### config.mk
export PLATFORM = sky130hd
export DESIGN_NAME = hazard_tracker_flat
export DESIGN_NICKNAME = d
export VERILOG_FILES = /design/src/rtl/hazard_tracker_pkg.sv /design/src/rtl/hazard_tracker_if.sv /design/src/rtl/hazard_tracker_hz_match.sv /design/src/rtl/hazard_tracker.sv /design/src/flat_wrapper.sv
export SDC_FILE = /design/constraint.sdc
export NUM_CORES = 1
export LEC_CHECK = 0
export ABC_CLOCK_PERIOD_IN_PS = 3630
export CAP_MARGIN = 20
export CELL_PAD_IN_SITES_DETAIL_PLACEMENT = 1
export CELL_PAD_IN_SITES_GLOBAL_PLACEMENT = 1
export CORE_MARGIN = 2
export CORE_UTILIZATION = 39
export CTS_CLUSTER_DIAMETER = 100
export DETAILED_ROUTE_END_ITERATION = 16
export GPL_TIMING_DRIVEN = 1
export PLACE_DENSITY_LB_ADDON = 0.1
export SLEW_MARGIN = 10
export SYNTH_ARGS = -nofsm -noshare
export SYNTH_HDL_FRONTEND = slang
export SYNTH_HIERARCHICAL = 1
export SYNTH_SLANG_ARGS = --single-unit
### constraint.sdc
create_clock -name clk -period 3.63 [get_ports clk]
set_input_delay 0.726 -clock clk [delete_from_list [all_inputs] [get_ports clk]]
set_output_delay 0.726 -clock clk [all_outputs]
set_load 0.1 [all_outputs]
### src/rtl/hazard_tracker_pkg.sv
// Shared constants for the hazard tracker.
//  - Tnew values as produced by the decoder for the E stage.
//  - Forwarding-select encodings used by every operand mux.
package hazard_tracker_pkg;

    // Tnew at E entry
    localparam int PC_T  = 0;   // result ready immediately (jal link value)
    localparam int ALU_T = 1;   // result ready at end of E
    localparam int DM_T  = 2;   // result ready at end of M (loads)

    // Forwarding selects
    localparam logic [1:0] FWD_RF = 2'd0;  // use the pipeline/register-file value
    localparam logic [1:0] FWD_E  = 2'd1;
    localparam logic [1:0] FWD_M  = 2'd2;
    localparam logic [1:0] FWD_W  = 2'd3;

endpackage

### src/rtl/hazard_tracker_if.sv
// Decoder <-> hazard tracker bundle.
//  master: decoder side, drives the D-stage Tuse/Tnew/A3 fields, reads stall/selects.
//  slave : hazard tracker, reads the D-stage fields, drives stall, selects, stall_cnt.
interface hazard_tracker_if #(
    parameter int REG_AW = 5,
    parameter int TNEW_W = 3,
    parameter int CNT_W  = 32
);
    logic [REG_AW-1:0] D_rs;
    logic [REG_AW-1:0] D_rt;
    logic              D_tuse_rs0;
    logic              D_tuse_rs1;
    logic              D_tuse_rt0;
    logic              D_tuse_rt1;
    logic              D_tuse_rt2;
    logic [REG_AW-1:0] D_A3;
    logic [TNEW_W-1:0] D_tnew;
    logic              stall;
    logic [1:0]        fwd_D_rs;
    logic [1:0]        fwd_D_rt;
    logic [1:0]        fwd_E_rs;
    logic [1:0]        fwd_E_rt;
    logic [1:0]        fwd_M_rt;
    logic [CNT_W-1:0]  stall_cnt;

    modport master (
        output D_rs, D_rt, D_tuse_rs0, D_tuse_rs1, D_tuse_rt0, D_tuse_rt1,
               D_tuse_rt2, D_A3, D_tnew,
        input  stall, fwd_D_rs, fwd_D_rt, fwd_E_rs, fwd_E_rt, fwd_M_rt, stall_cnt
    );

    modport slave (
        input  D_rs, D_rt, D_tuse_rs0, D_tuse_rs1, D_tuse_rt0, D_tuse_rt1,
               D_tuse_rt2, D_A3, D_tnew,
        output stall, fwd_D_rs, fwd_D_rt, fwd_E_rs, fwd_E_rt, fwd_M_rt, stall_cnt
    );
endinterface

### src/rtl/hazard_tracker_hz_match.sv
// hz_match: hazard check for one D-stage source operand.
//  op_i      operand register number
//  use_i     operand is read by this instruction
//  tuse_i    cycles until the operand is needed (0..2)
//  e_*/m_*   E and M record destination and remaining Tnew
//  w_a3_i    W record destination (its Tnew is always 0)
//  stall_o   operand not ready in time
//  fwd_o     D-stage forwarding select
module hz_match
    import hazard_tracker_pkg::*;
#(
    parameter int REG_AW = 5,
    parameter int TNEW_W = 3
) (
    input  logic [REG_AW-1:0] op_i,
    input  logic              use_i,
    input  logic [1:0]        tuse_i,
    input  logic [REG_AW-1:0] e_a3_i,
    input  logic [TNEW_W-1:0] e_tnew_i,
    input  logic [REG_AW-1:0] m_a3_i,
    input  logic [TNEW_W-1:0] m_tnew_i,
    input  logic [REG_AW-1:0] w_a3_i,
    output logic              stall_o,
    output logic [1:0]        fwd_o
);
    logic              e_hit, m_hit, w_hit;
    logic [TNEW_W-1:0] tuse_ext;

    // $0 never hits: a zero destination means "no write"
    assign e_hit    = (e_a3_i != '0) && (e_a3_i == op_i);
    assign m_hit    = (m_a3_i != '0) && (m_a3_i == op_i);
    assign w_hit    = (w_a3_i != '0) && (w_a3_i == op_i);
    assign tuse_ext = TNEW_W'(tuse_i);

    // Only the nearest matching stage decides both stall and select
    always_comb begin
        stall_o = 1'b0;
        fwd_o   = FWD_RF;
        if (e_hit) begin
            stall_o = use_i && (e_tnew_i > tuse_ext);
            fwd_o   = (e_tnew_i == '0) ? FWD_E : FWD_RF;
        end else if (m_hit) begin
            stall_o = use_i && (m_tnew_i > tuse_ext);
            fwd_o   = (m_tnew_i == '0) ? FWD_M : FWD_RF;
        end else if (w_hit) begin
            fwd_o   = FWD_W;
        end
    end
endmodule

### src/rtl/hazard_tracker.sv
// hazard_tracker: E/M/W destination records, D-stage stall, D/E/M forwarding
// selects and a saturating stall-cycle counter.
//  clk    rising-edge clock
//  reset  asynchronous, active-low
//  bus    hazard_tracker_if.slave (D-stage fields in; stall, selects, stall_cnt out)
module hazard_tracker
    import hazard_tracker_pkg::*;
#(
    parameter int REG_AW = 5,
    parameter int TNEW_W = 3,
    parameter int CNT_W  = 32
) (
    input  logic                   clk,
    input  logic                   reset,
    hazard_tracker_if.slave        bus
);
    logic [REG_AW-1:0] e_rs_q, e_rs_d, e_rt_q, e_rt_d, e_a3_q, e_a3_d;
    logic [TNEW_W-1:0] e_tnew_q, e_tnew_d;
    logic [REG_AW-1:0] m_rt_q, m_rt_d, m_a3_q, m_a3_d;
    logic [TNEW_W-1:0] m_tnew_q, m_tnew_d;
    logic [REG_AW-1:0] w_a3_q, w_a3_d;
    logic [CNT_W-1:0]  cnt_q, cnt_d;

    logic       rs_use, rt_use, rs_stall, rt_stall, stall;
    logic [1:0] rs_tuse, rt_tuse;
    logic [1:0] fwd_e_rs, fwd_e_rt, fwd_m_rt;

    // Earliest need wins when several Tuse flags are set
    assign rs_use  = bus.D_tuse_rs0 | bus.D_tuse_rs1;
    assign rs_tuse = bus.D_tuse_rs0 ? 2'd0 : 2'd1;
    assign rt_use  = bus.D_tuse_rt0 | bus.D_tuse_rt1 | bus.D_tuse_rt2;
    assign rt_tuse = bus.D_tuse_rt0 ? 2'd0 : (bus.D_tuse_rt1 ? 2'd1 : 2'd2);

    hz_match #(.REG_AW(REG_AW), .TNEW_W(TNEW_W)) u_rs (
        .op_i(bus.D_rs), .use_i(rs_use), .tuse_i(rs_tuse),
        .e_a3_i(e_a3_q), .e_tnew_i(e_tnew_q), .m_a3_i(m_a3_q), .m_tnew_i(m_tnew_q),
        .w_a3_i(w_a3_q), .stall_o(rs_stall), .fwd_o(bus.fwd_D_rs)
    );

    hz_match #(.REG_AW(REG_AW), .TNEW_W(TNEW_W)) u_rt (
        .op_i(bus.D_rt), .use_i(rt_use), .tuse_i(rt_tuse),
        .e_a3_i(e_a3_q), .e_tnew_i(e_tnew_q), .m_a3_i(m_a3_q), .m_tnew_i(m_tnew_q),
        .w_a3_i(w_a3_q), .stall_o(rt_stall), .fwd_o(bus.fwd_D_rt)
    );

    assign stall = rs_stall | rt_stall;

    // E operands look at M then W; M store data looks at W only
    always_comb begin
        fwd_e_rs = FWD_RF;
        fwd_e_rt = FWD_RF;
        fwd_m_rt = FWD_RF;
        if (m_a3_q != '0 && m_a3_q == e_rs_q)
            fwd_e_rs = (m_tnew_q == '0) ? FWD_M : FWD_RF;
        else if (w_a3_q != '0 && w_a3_q == e_rs_q)
            fwd_e_rs = FWD_W;
        if (m_a3_q != '0 && m_a3_q == e_rt_q)
            fwd_e_rt = (m_tnew_q == '0) ? FWD_M : FWD_RF;
        else if (w_a3_q != '0 && w_a3_q == e_rt_q)
            fwd_e_rt = FWD_W;
        if (w_a3_q != '0 && w_a3_q == m_rt_q)
            fwd_m_rt = FWD_W;
    end

    // Next-state: a stalled D instruction enters E as an all-zero bubble
    always_comb begin
        e_rs_d   = stall ? '0 : bus.D_rs;
        e_rt_d   = stall ? '0 : bus.D_rt;
        e_a3_d   = stall ? '0 : bus.D_A3;
        e_tnew_d = stall ? '0 : bus.D_tnew;
        m_rt_d   = e_rt_q;
        m_a3_d   = e_a3_q;
        m_tnew_d = (e_tnew_q == '0) ? '0 : e_tnew_q - TNEW_W'(1);
        w_a3_d   = m_a3_q;
        cnt_d    = (stall && cnt_q != '1) ? cnt_q + CNT_W'(1) : cnt_q;
    end

    always_ff @(posedge clk or negedge reset) begin
        if (!reset) begin
            e_rs_q   <= '0;
            e_rt_q   <= '0;
            e_a3_q   <= '0;
            e_tnew_q <= '0;
            m_rt_q   <= '0;
            m_a3_q   <= '0;
            m_tnew_q <= '0;
            w_a3_q   <= '0;
            cnt_q    <= '0;
        end else begin
            e_rs_q   <= e_rs_d;
            e_rt_q   <= e_rt_d;
            e_a3_q   <= e_a3_d;
            e_tnew_q <= e_tnew_d;
            m_rt_q   <= m_rt_d;
            m_a3_q   <= m_a3_d;
            m_tnew_q <= m_tnew_d;
            w_a3_q   <= w_a3_d;
            cnt_q    <= cnt_d;
        end
    end

    assign bus.stall     = stall;
    assign bus.fwd_E_rs  = fwd_e_rs;
    assign bus.fwd_E_rt  = fwd_e_rt;
    assign bus.fwd_M_rt  = fwd_m_rt;
    assign bus.stall_cnt = cnt_q;
endmodule
### src/flat_wrapper.sv
// flat-port wrapper written by rule: the top's interface ports become plain ports
module hazard_tracker_flat import hazard_tracker_pkg::*;
#(
    parameter int REG_AW = 5,
    parameter int TNEW_W = 3,
    parameter int CNT_W  = 32
)
  (clk, reset, bus_D_rs, bus_D_rt, bus_D_tuse_rs0, bus_D_tuse_rs1, bus_D_tuse_rt0, bus_D_tuse_rt1, bus_D_tuse_rt2, bus_D_A3, bus_D_tnew, bus_stall, bus_fwd_D_rs, bus_fwd_D_rt, bus_fwd_E_rs, bus_fwd_E_rt, bus_fwd_M_rt, bus_stall_cnt);
  hazard_tracker_if #(.REG_AW(REG_AW), .TNEW_W(TNEW_W), .CNT_W(CNT_W)) bus_i ();
  input  logic clk;
  input  logic reset;
  input wire logic [$bits(bus_i.D_rs)-1:0] bus_D_rs;
  input wire logic [$bits(bus_i.D_rt)-1:0] bus_D_rt;
  input wire logic [$bits(bus_i.D_tuse_rs0)-1:0] bus_D_tuse_rs0;
  input wire logic [$bits(bus_i.D_tuse_rs1)-1:0] bus_D_tuse_rs1;
  input wire logic [$bits(bus_i.D_tuse_rt0)-1:0] bus_D_tuse_rt0;
  input wire logic [$bits(bus_i.D_tuse_rt1)-1:0] bus_D_tuse_rt1;
  input wire logic [$bits(bus_i.D_tuse_rt2)-1:0] bus_D_tuse_rt2;
  input wire logic [$bits(bus_i.D_A3)-1:0] bus_D_A3;
  input wire logic [$bits(bus_i.D_tnew)-1:0] bus_D_tnew;
  output wire logic [$bits(bus_i.stall)-1:0] bus_stall;
  output wire logic [$bits(bus_i.fwd_D_rs)-1:0] bus_fwd_D_rs;
  output wire logic [$bits(bus_i.fwd_D_rt)-1:0] bus_fwd_D_rt;
  output wire logic [$bits(bus_i.fwd_E_rs)-1:0] bus_fwd_E_rs;
  output wire logic [$bits(bus_i.fwd_E_rt)-1:0] bus_fwd_E_rt;
  output wire logic [$bits(bus_i.fwd_M_rt)-1:0] bus_fwd_M_rt;
  output wire logic [$bits(bus_i.stall_cnt)-1:0] bus_stall_cnt;
  assign bus_i.D_rs = bus_D_rs;
  assign bus_i.D_rt = bus_D_rt;
  assign bus_i.D_tuse_rs0 = bus_D_tuse_rs0;
  assign bus_i.D_tuse_rs1 = bus_D_tuse_rs1;
  assign bus_i.D_tuse_rt0 = bus_D_tuse_rt0;
  assign bus_i.D_tuse_rt1 = bus_D_tuse_rt1;
  assign bus_i.D_tuse_rt2 = bus_D_tuse_rt2;
  assign bus_i.D_A3 = bus_D_A3;
  assign bus_i.D_tnew = bus_D_tnew;
  assign bus_stall = bus_i.stall;
  assign bus_fwd_D_rs = bus_i.fwd_D_rs;
  assign bus_fwd_D_rt = bus_i.fwd_D_rt;
  assign bus_fwd_E_rs = bus_i.fwd_E_rs;
  assign bus_fwd_E_rt = bus_i.fwd_E_rt;
  assign bus_fwd_M_rt = bus_i.fwd_M_rt;
  assign bus_stall_cnt = bus_i.stall_cnt;
  hazard_tracker #(.REG_AW(REG_AW), .TNEW_W(TNEW_W), .CNT_W(CNT_W)) u_core (.clk(clk), .reset(reset), .bus(bus_i));
endmodule
==> results.md <==
- Grt ovf: 0
- Core Region: 0.00920 mm2
- Share of cells above drive strength 1: a little under a fifth
- Cell Area, Placed: 0.00478 mm2
- Number of synthesized register bits: 68
- Simple-gate share of the synthesized area: 22.4%
- Clock sink count: 68
- Clock share of power: 28.7%
- Largest net degree at the start of global routing: 36
- Fin crit share: 97.7%
- Post-synth top area cell: dfrtp_1
- Hold_buf cts: 0
- Syn_nets: 394
- Outcome: finished clean
- Max Transition Viols Final: 0
- Drc violations: 0
- Placed cells: approximately 560
- CP Capture Type: output port
- PortBufs: 67
- Clock Root Buffer: clkbuf_8
- Total global routing track utilization: 21.2%
- Final Instance Count excl. Fillers: 576
- Clock-pin transition on the worst setup and hold timing paths: 0.08 ns
- Avg Cell Area, Syn: 10.3 um2
- Max Freq: 282 MHz
- Post-Syn Area: about 0.0037 mm2
- Comb pwr share: 29.2%
- TritonCTS buffer count: 9
- Hpwl dp: 7750 um
- Synth area leaders: dfrtp_1 (46%), xnor2_1 (9.7%), xor2_1 (8.1%)
- Die area: 0.0103 mm2
- Switching power: 830 uW
- DR pass1 iterations: 4
- Drt wl/cell: 17.8 um
- Chip width: 101 um
- Worst clock skew: approximately 0.011 ns
- Critical path peak fanout: 2
- Xor/xnor cell area share of the yosys netlist: 17.8%
- Final setup viols: 0
- Endpoints failing hold: 0
- Type of the tightest min-delay check: input pin to asynchronous set/reset pin
- H-tree depth: 3
- Vias in the first global route: ~3300
- Clock Path Buffers: 2
- Crit Path Class: input pin to output port
- PnR Total Power: 2220 uW
- Netlist cell types: 44
- Fin nets: 496
- Internal power: 1390 uW
- Post-synth top area share: 46.1%
- Sequential fraction of the synthesis area: 46.1%
- Initial antenna violation count: 0
- DR vias: approximately 3000
- Part of the power in registers: between 40 and 50%
- Synth Warn #: 6
- WP data arrival: 2.82 ns
- Pwr/cell area: 438 mW/mm2
- CP Launch Type: input pin
- Leak: around 0.0022 uW
- Placer Congestion: 0.850
- Worst-Margin Slew: between 0.9 and 1 ns
- Chip Height: 101 um
- Required @ worst endpoint: 2.90 ns
- Worst Hold Margin: 0.278 ns
- Ant. Diodes: 0
- Num ports: 68
- CTS tree: done
- Initial core utilization: approximately two fifths
- Portion of netlist area occupied by mux cells: 1.42%
- Adder-cell area share of the yosys netlist: 3.73%
- Layout area overhead: 36.9%
- Crit Reg-Reg Startpoint: u_core/m_tnew_q[1]$_DFF_PN0_
- First-pass GRT wire length: about 17000 um
- Max Cap Viol: 0
- Finished Cell Area: roughly 0.005 mm2
- Synth Area in Compound Gates: 6.50%
- Clock Latency Late Sink: between 0.3 and 0.4 ns
- Setup TNS: 0 ns
- ANT nets after route: 0
- Worst setup path startpoint: bus_D_tuse_rt0
- Relative slew slack: 34.2%
- Largest family of logic cells by synthesized area: simple AND/OR/NAND/NOR gates
- FP Rows: 35
- Number of DRC markers in iteration 0: 69
- Worst vdd ir: 170 uV
- Switching Share: 37.5%
- Routed WL: 10200 um
- Cells after Synth: 358
- Vias per inst: 5.29
- Final min period: 3.55 ns
[stage by stage]
step           utilization (%)  setup slack, ns
2_1_floorplan                -           -0.115
3_5_place_dp              52.0           -0.272
6_report                  55.0           0.0838
4_1_cts                   54.4          0.00743
5_1_grt                   55.0         -0.00799
3_3_place_gp              51.8           -0.178
[registers in the layout (all words and copies together), names as in the netlist]
register,count
u_core/bus.stall_cnt,32
u_core/e_a3_q,5
u_core/e_rs_q,5
u_core/e_rt_q,5
u_core/e_tnew_q,3
u_core/m_a3_q,5
u_core/m_rt_q,5
u_core/m_tnew_q,3
u_core/w_a3_q,5
[cell families after synthesis]
family | count (synthesis)
other | 1
DFF | 68
AOI/OAI and AO/OA | 31
adders and majority gates | 11
xor gates and xnor gates | 75
and+or+nand+nor | 149
muxes | 5
buffers and inverters | 18
[path summary, 6_finish.rpt]
| kind | end | slack, ns | cells past startpoint |
|---|---|---|---|
| setup / recovery | bus_stall | 0.08 | 13 |
| hold / removal | u_core/e_tnew_q[1]$_DFF_PN0_ | 0.28 | 1 |
| setup reg to reg | u_core/bus.stall_cnt[30]$_DFFE_PN0P_ | 0.62 | 10 |
| hold reg to reg | u_core/m_rt_q[4]$_DFF_PN0_ | 0.46 | 0 |
| max in group asynchronous | u_core/e_rt_q[0]$_DFF_PN0_ | 2.61 | 3 |
| min in group clk | u_core/m_rt_q[4]$_DFF_PN0_ | 0.46 | 0 |
[worst max-delay path, stage by stage]
cell and delay, ns:
clkdlybuf4s50_1 0.43, nor2_2 0.13, inv_2 0.07, ha_4 0.26
nor2b_2 0.14, a2bb2oi_2 0.15, o211ai_1 0.12, a21oi_2 0.19
buf_4 0.15, nor2_4 0.04, buf_4 0.13, inv_1 0.09
buf_12 0.18
[power by group through the flow]
stage / Clock (uW) / Sequential, uW / Combinational [uW]
2_1_floorplan: 0 / 1080 / 281
3_3_place_gp: 0 / 945 / 624
3_5_place_dp: 0 / 950 / 637
4_1_cts: 652 / 935 / 643
5_1_grt: 684 / 948 / 695
6_report: 635 / 933 / 648
[layout make-up]
type | count | area (um2)
Tap cell | 111 | 139
Inverter | 13 | 48.8
Clock inverter | 7 | 75.1
Sequential cell | 68 | 1700
Timing Repair Buffer | 96 | 932
Fill cell | 1024 | 4140
Multi-Input combinational cell | 272 | 2040
Clock buffer | 9 | 124
[Yosys cell counts (all sizes together)]
library cell / n
a2111oi: 1
a211o: 1
a21boi: 2
a21o: 2
a21oi: 5
a221o: 2
a2bb2oi: 4
a31oi: 4
and2: 20
and3: 2
and4: 1
buf: 2
clkbuf: 3
conb: 1
dfrtp: 68
ha: 11
inv: 13
mux2: 2
mux2i: 3
nand2: 17
nand2b: 2
nand3: 16
nand4: 11
nor2: 24
nor2b: 6
nor3: 13
nor3b: 1
nor4: 16
nor4b: 1
o211ai: 3
o21ai: 3
o41ai: 4
or2: 7
or3: 6
or4: 5
or4b: 1
xnor2: 41
xor2: 34
[layout by cell type, fill, tap and decap left out, drive strengths merged, types with 14 or more instances in the layout]
cell type,Yosys,routed
buf,2,41
nand2,17,17
and2,20,20
dfrtp,68,68
nor2,24,24
xor2,34,34
nand3,16,16
nor4,16,16
xnor2,41,41
inv,13,14
clkdlybuf4s50,0,53
[metal layers]
layer  vias up  wire, um  GRT usage, %
li1       1459         -             -
met1      1516      4420          27.0
met2        65      5380          37.8
met3         9       341          3.52
met4         0        86          5.09
met5         -         0             0
[repair_timing]
| action | CTS | global route |
|---|---|---|
| pin swaps | 4 | 3 |
| endpoints found under the hold margin | 0 | 0 |
| gates resized for setup | 3 | 11 |
| setup endpoints to repair | 1 | 9 |
| buffers inserted | 1 | 0 |
Power figures use the tool's default switching activity.
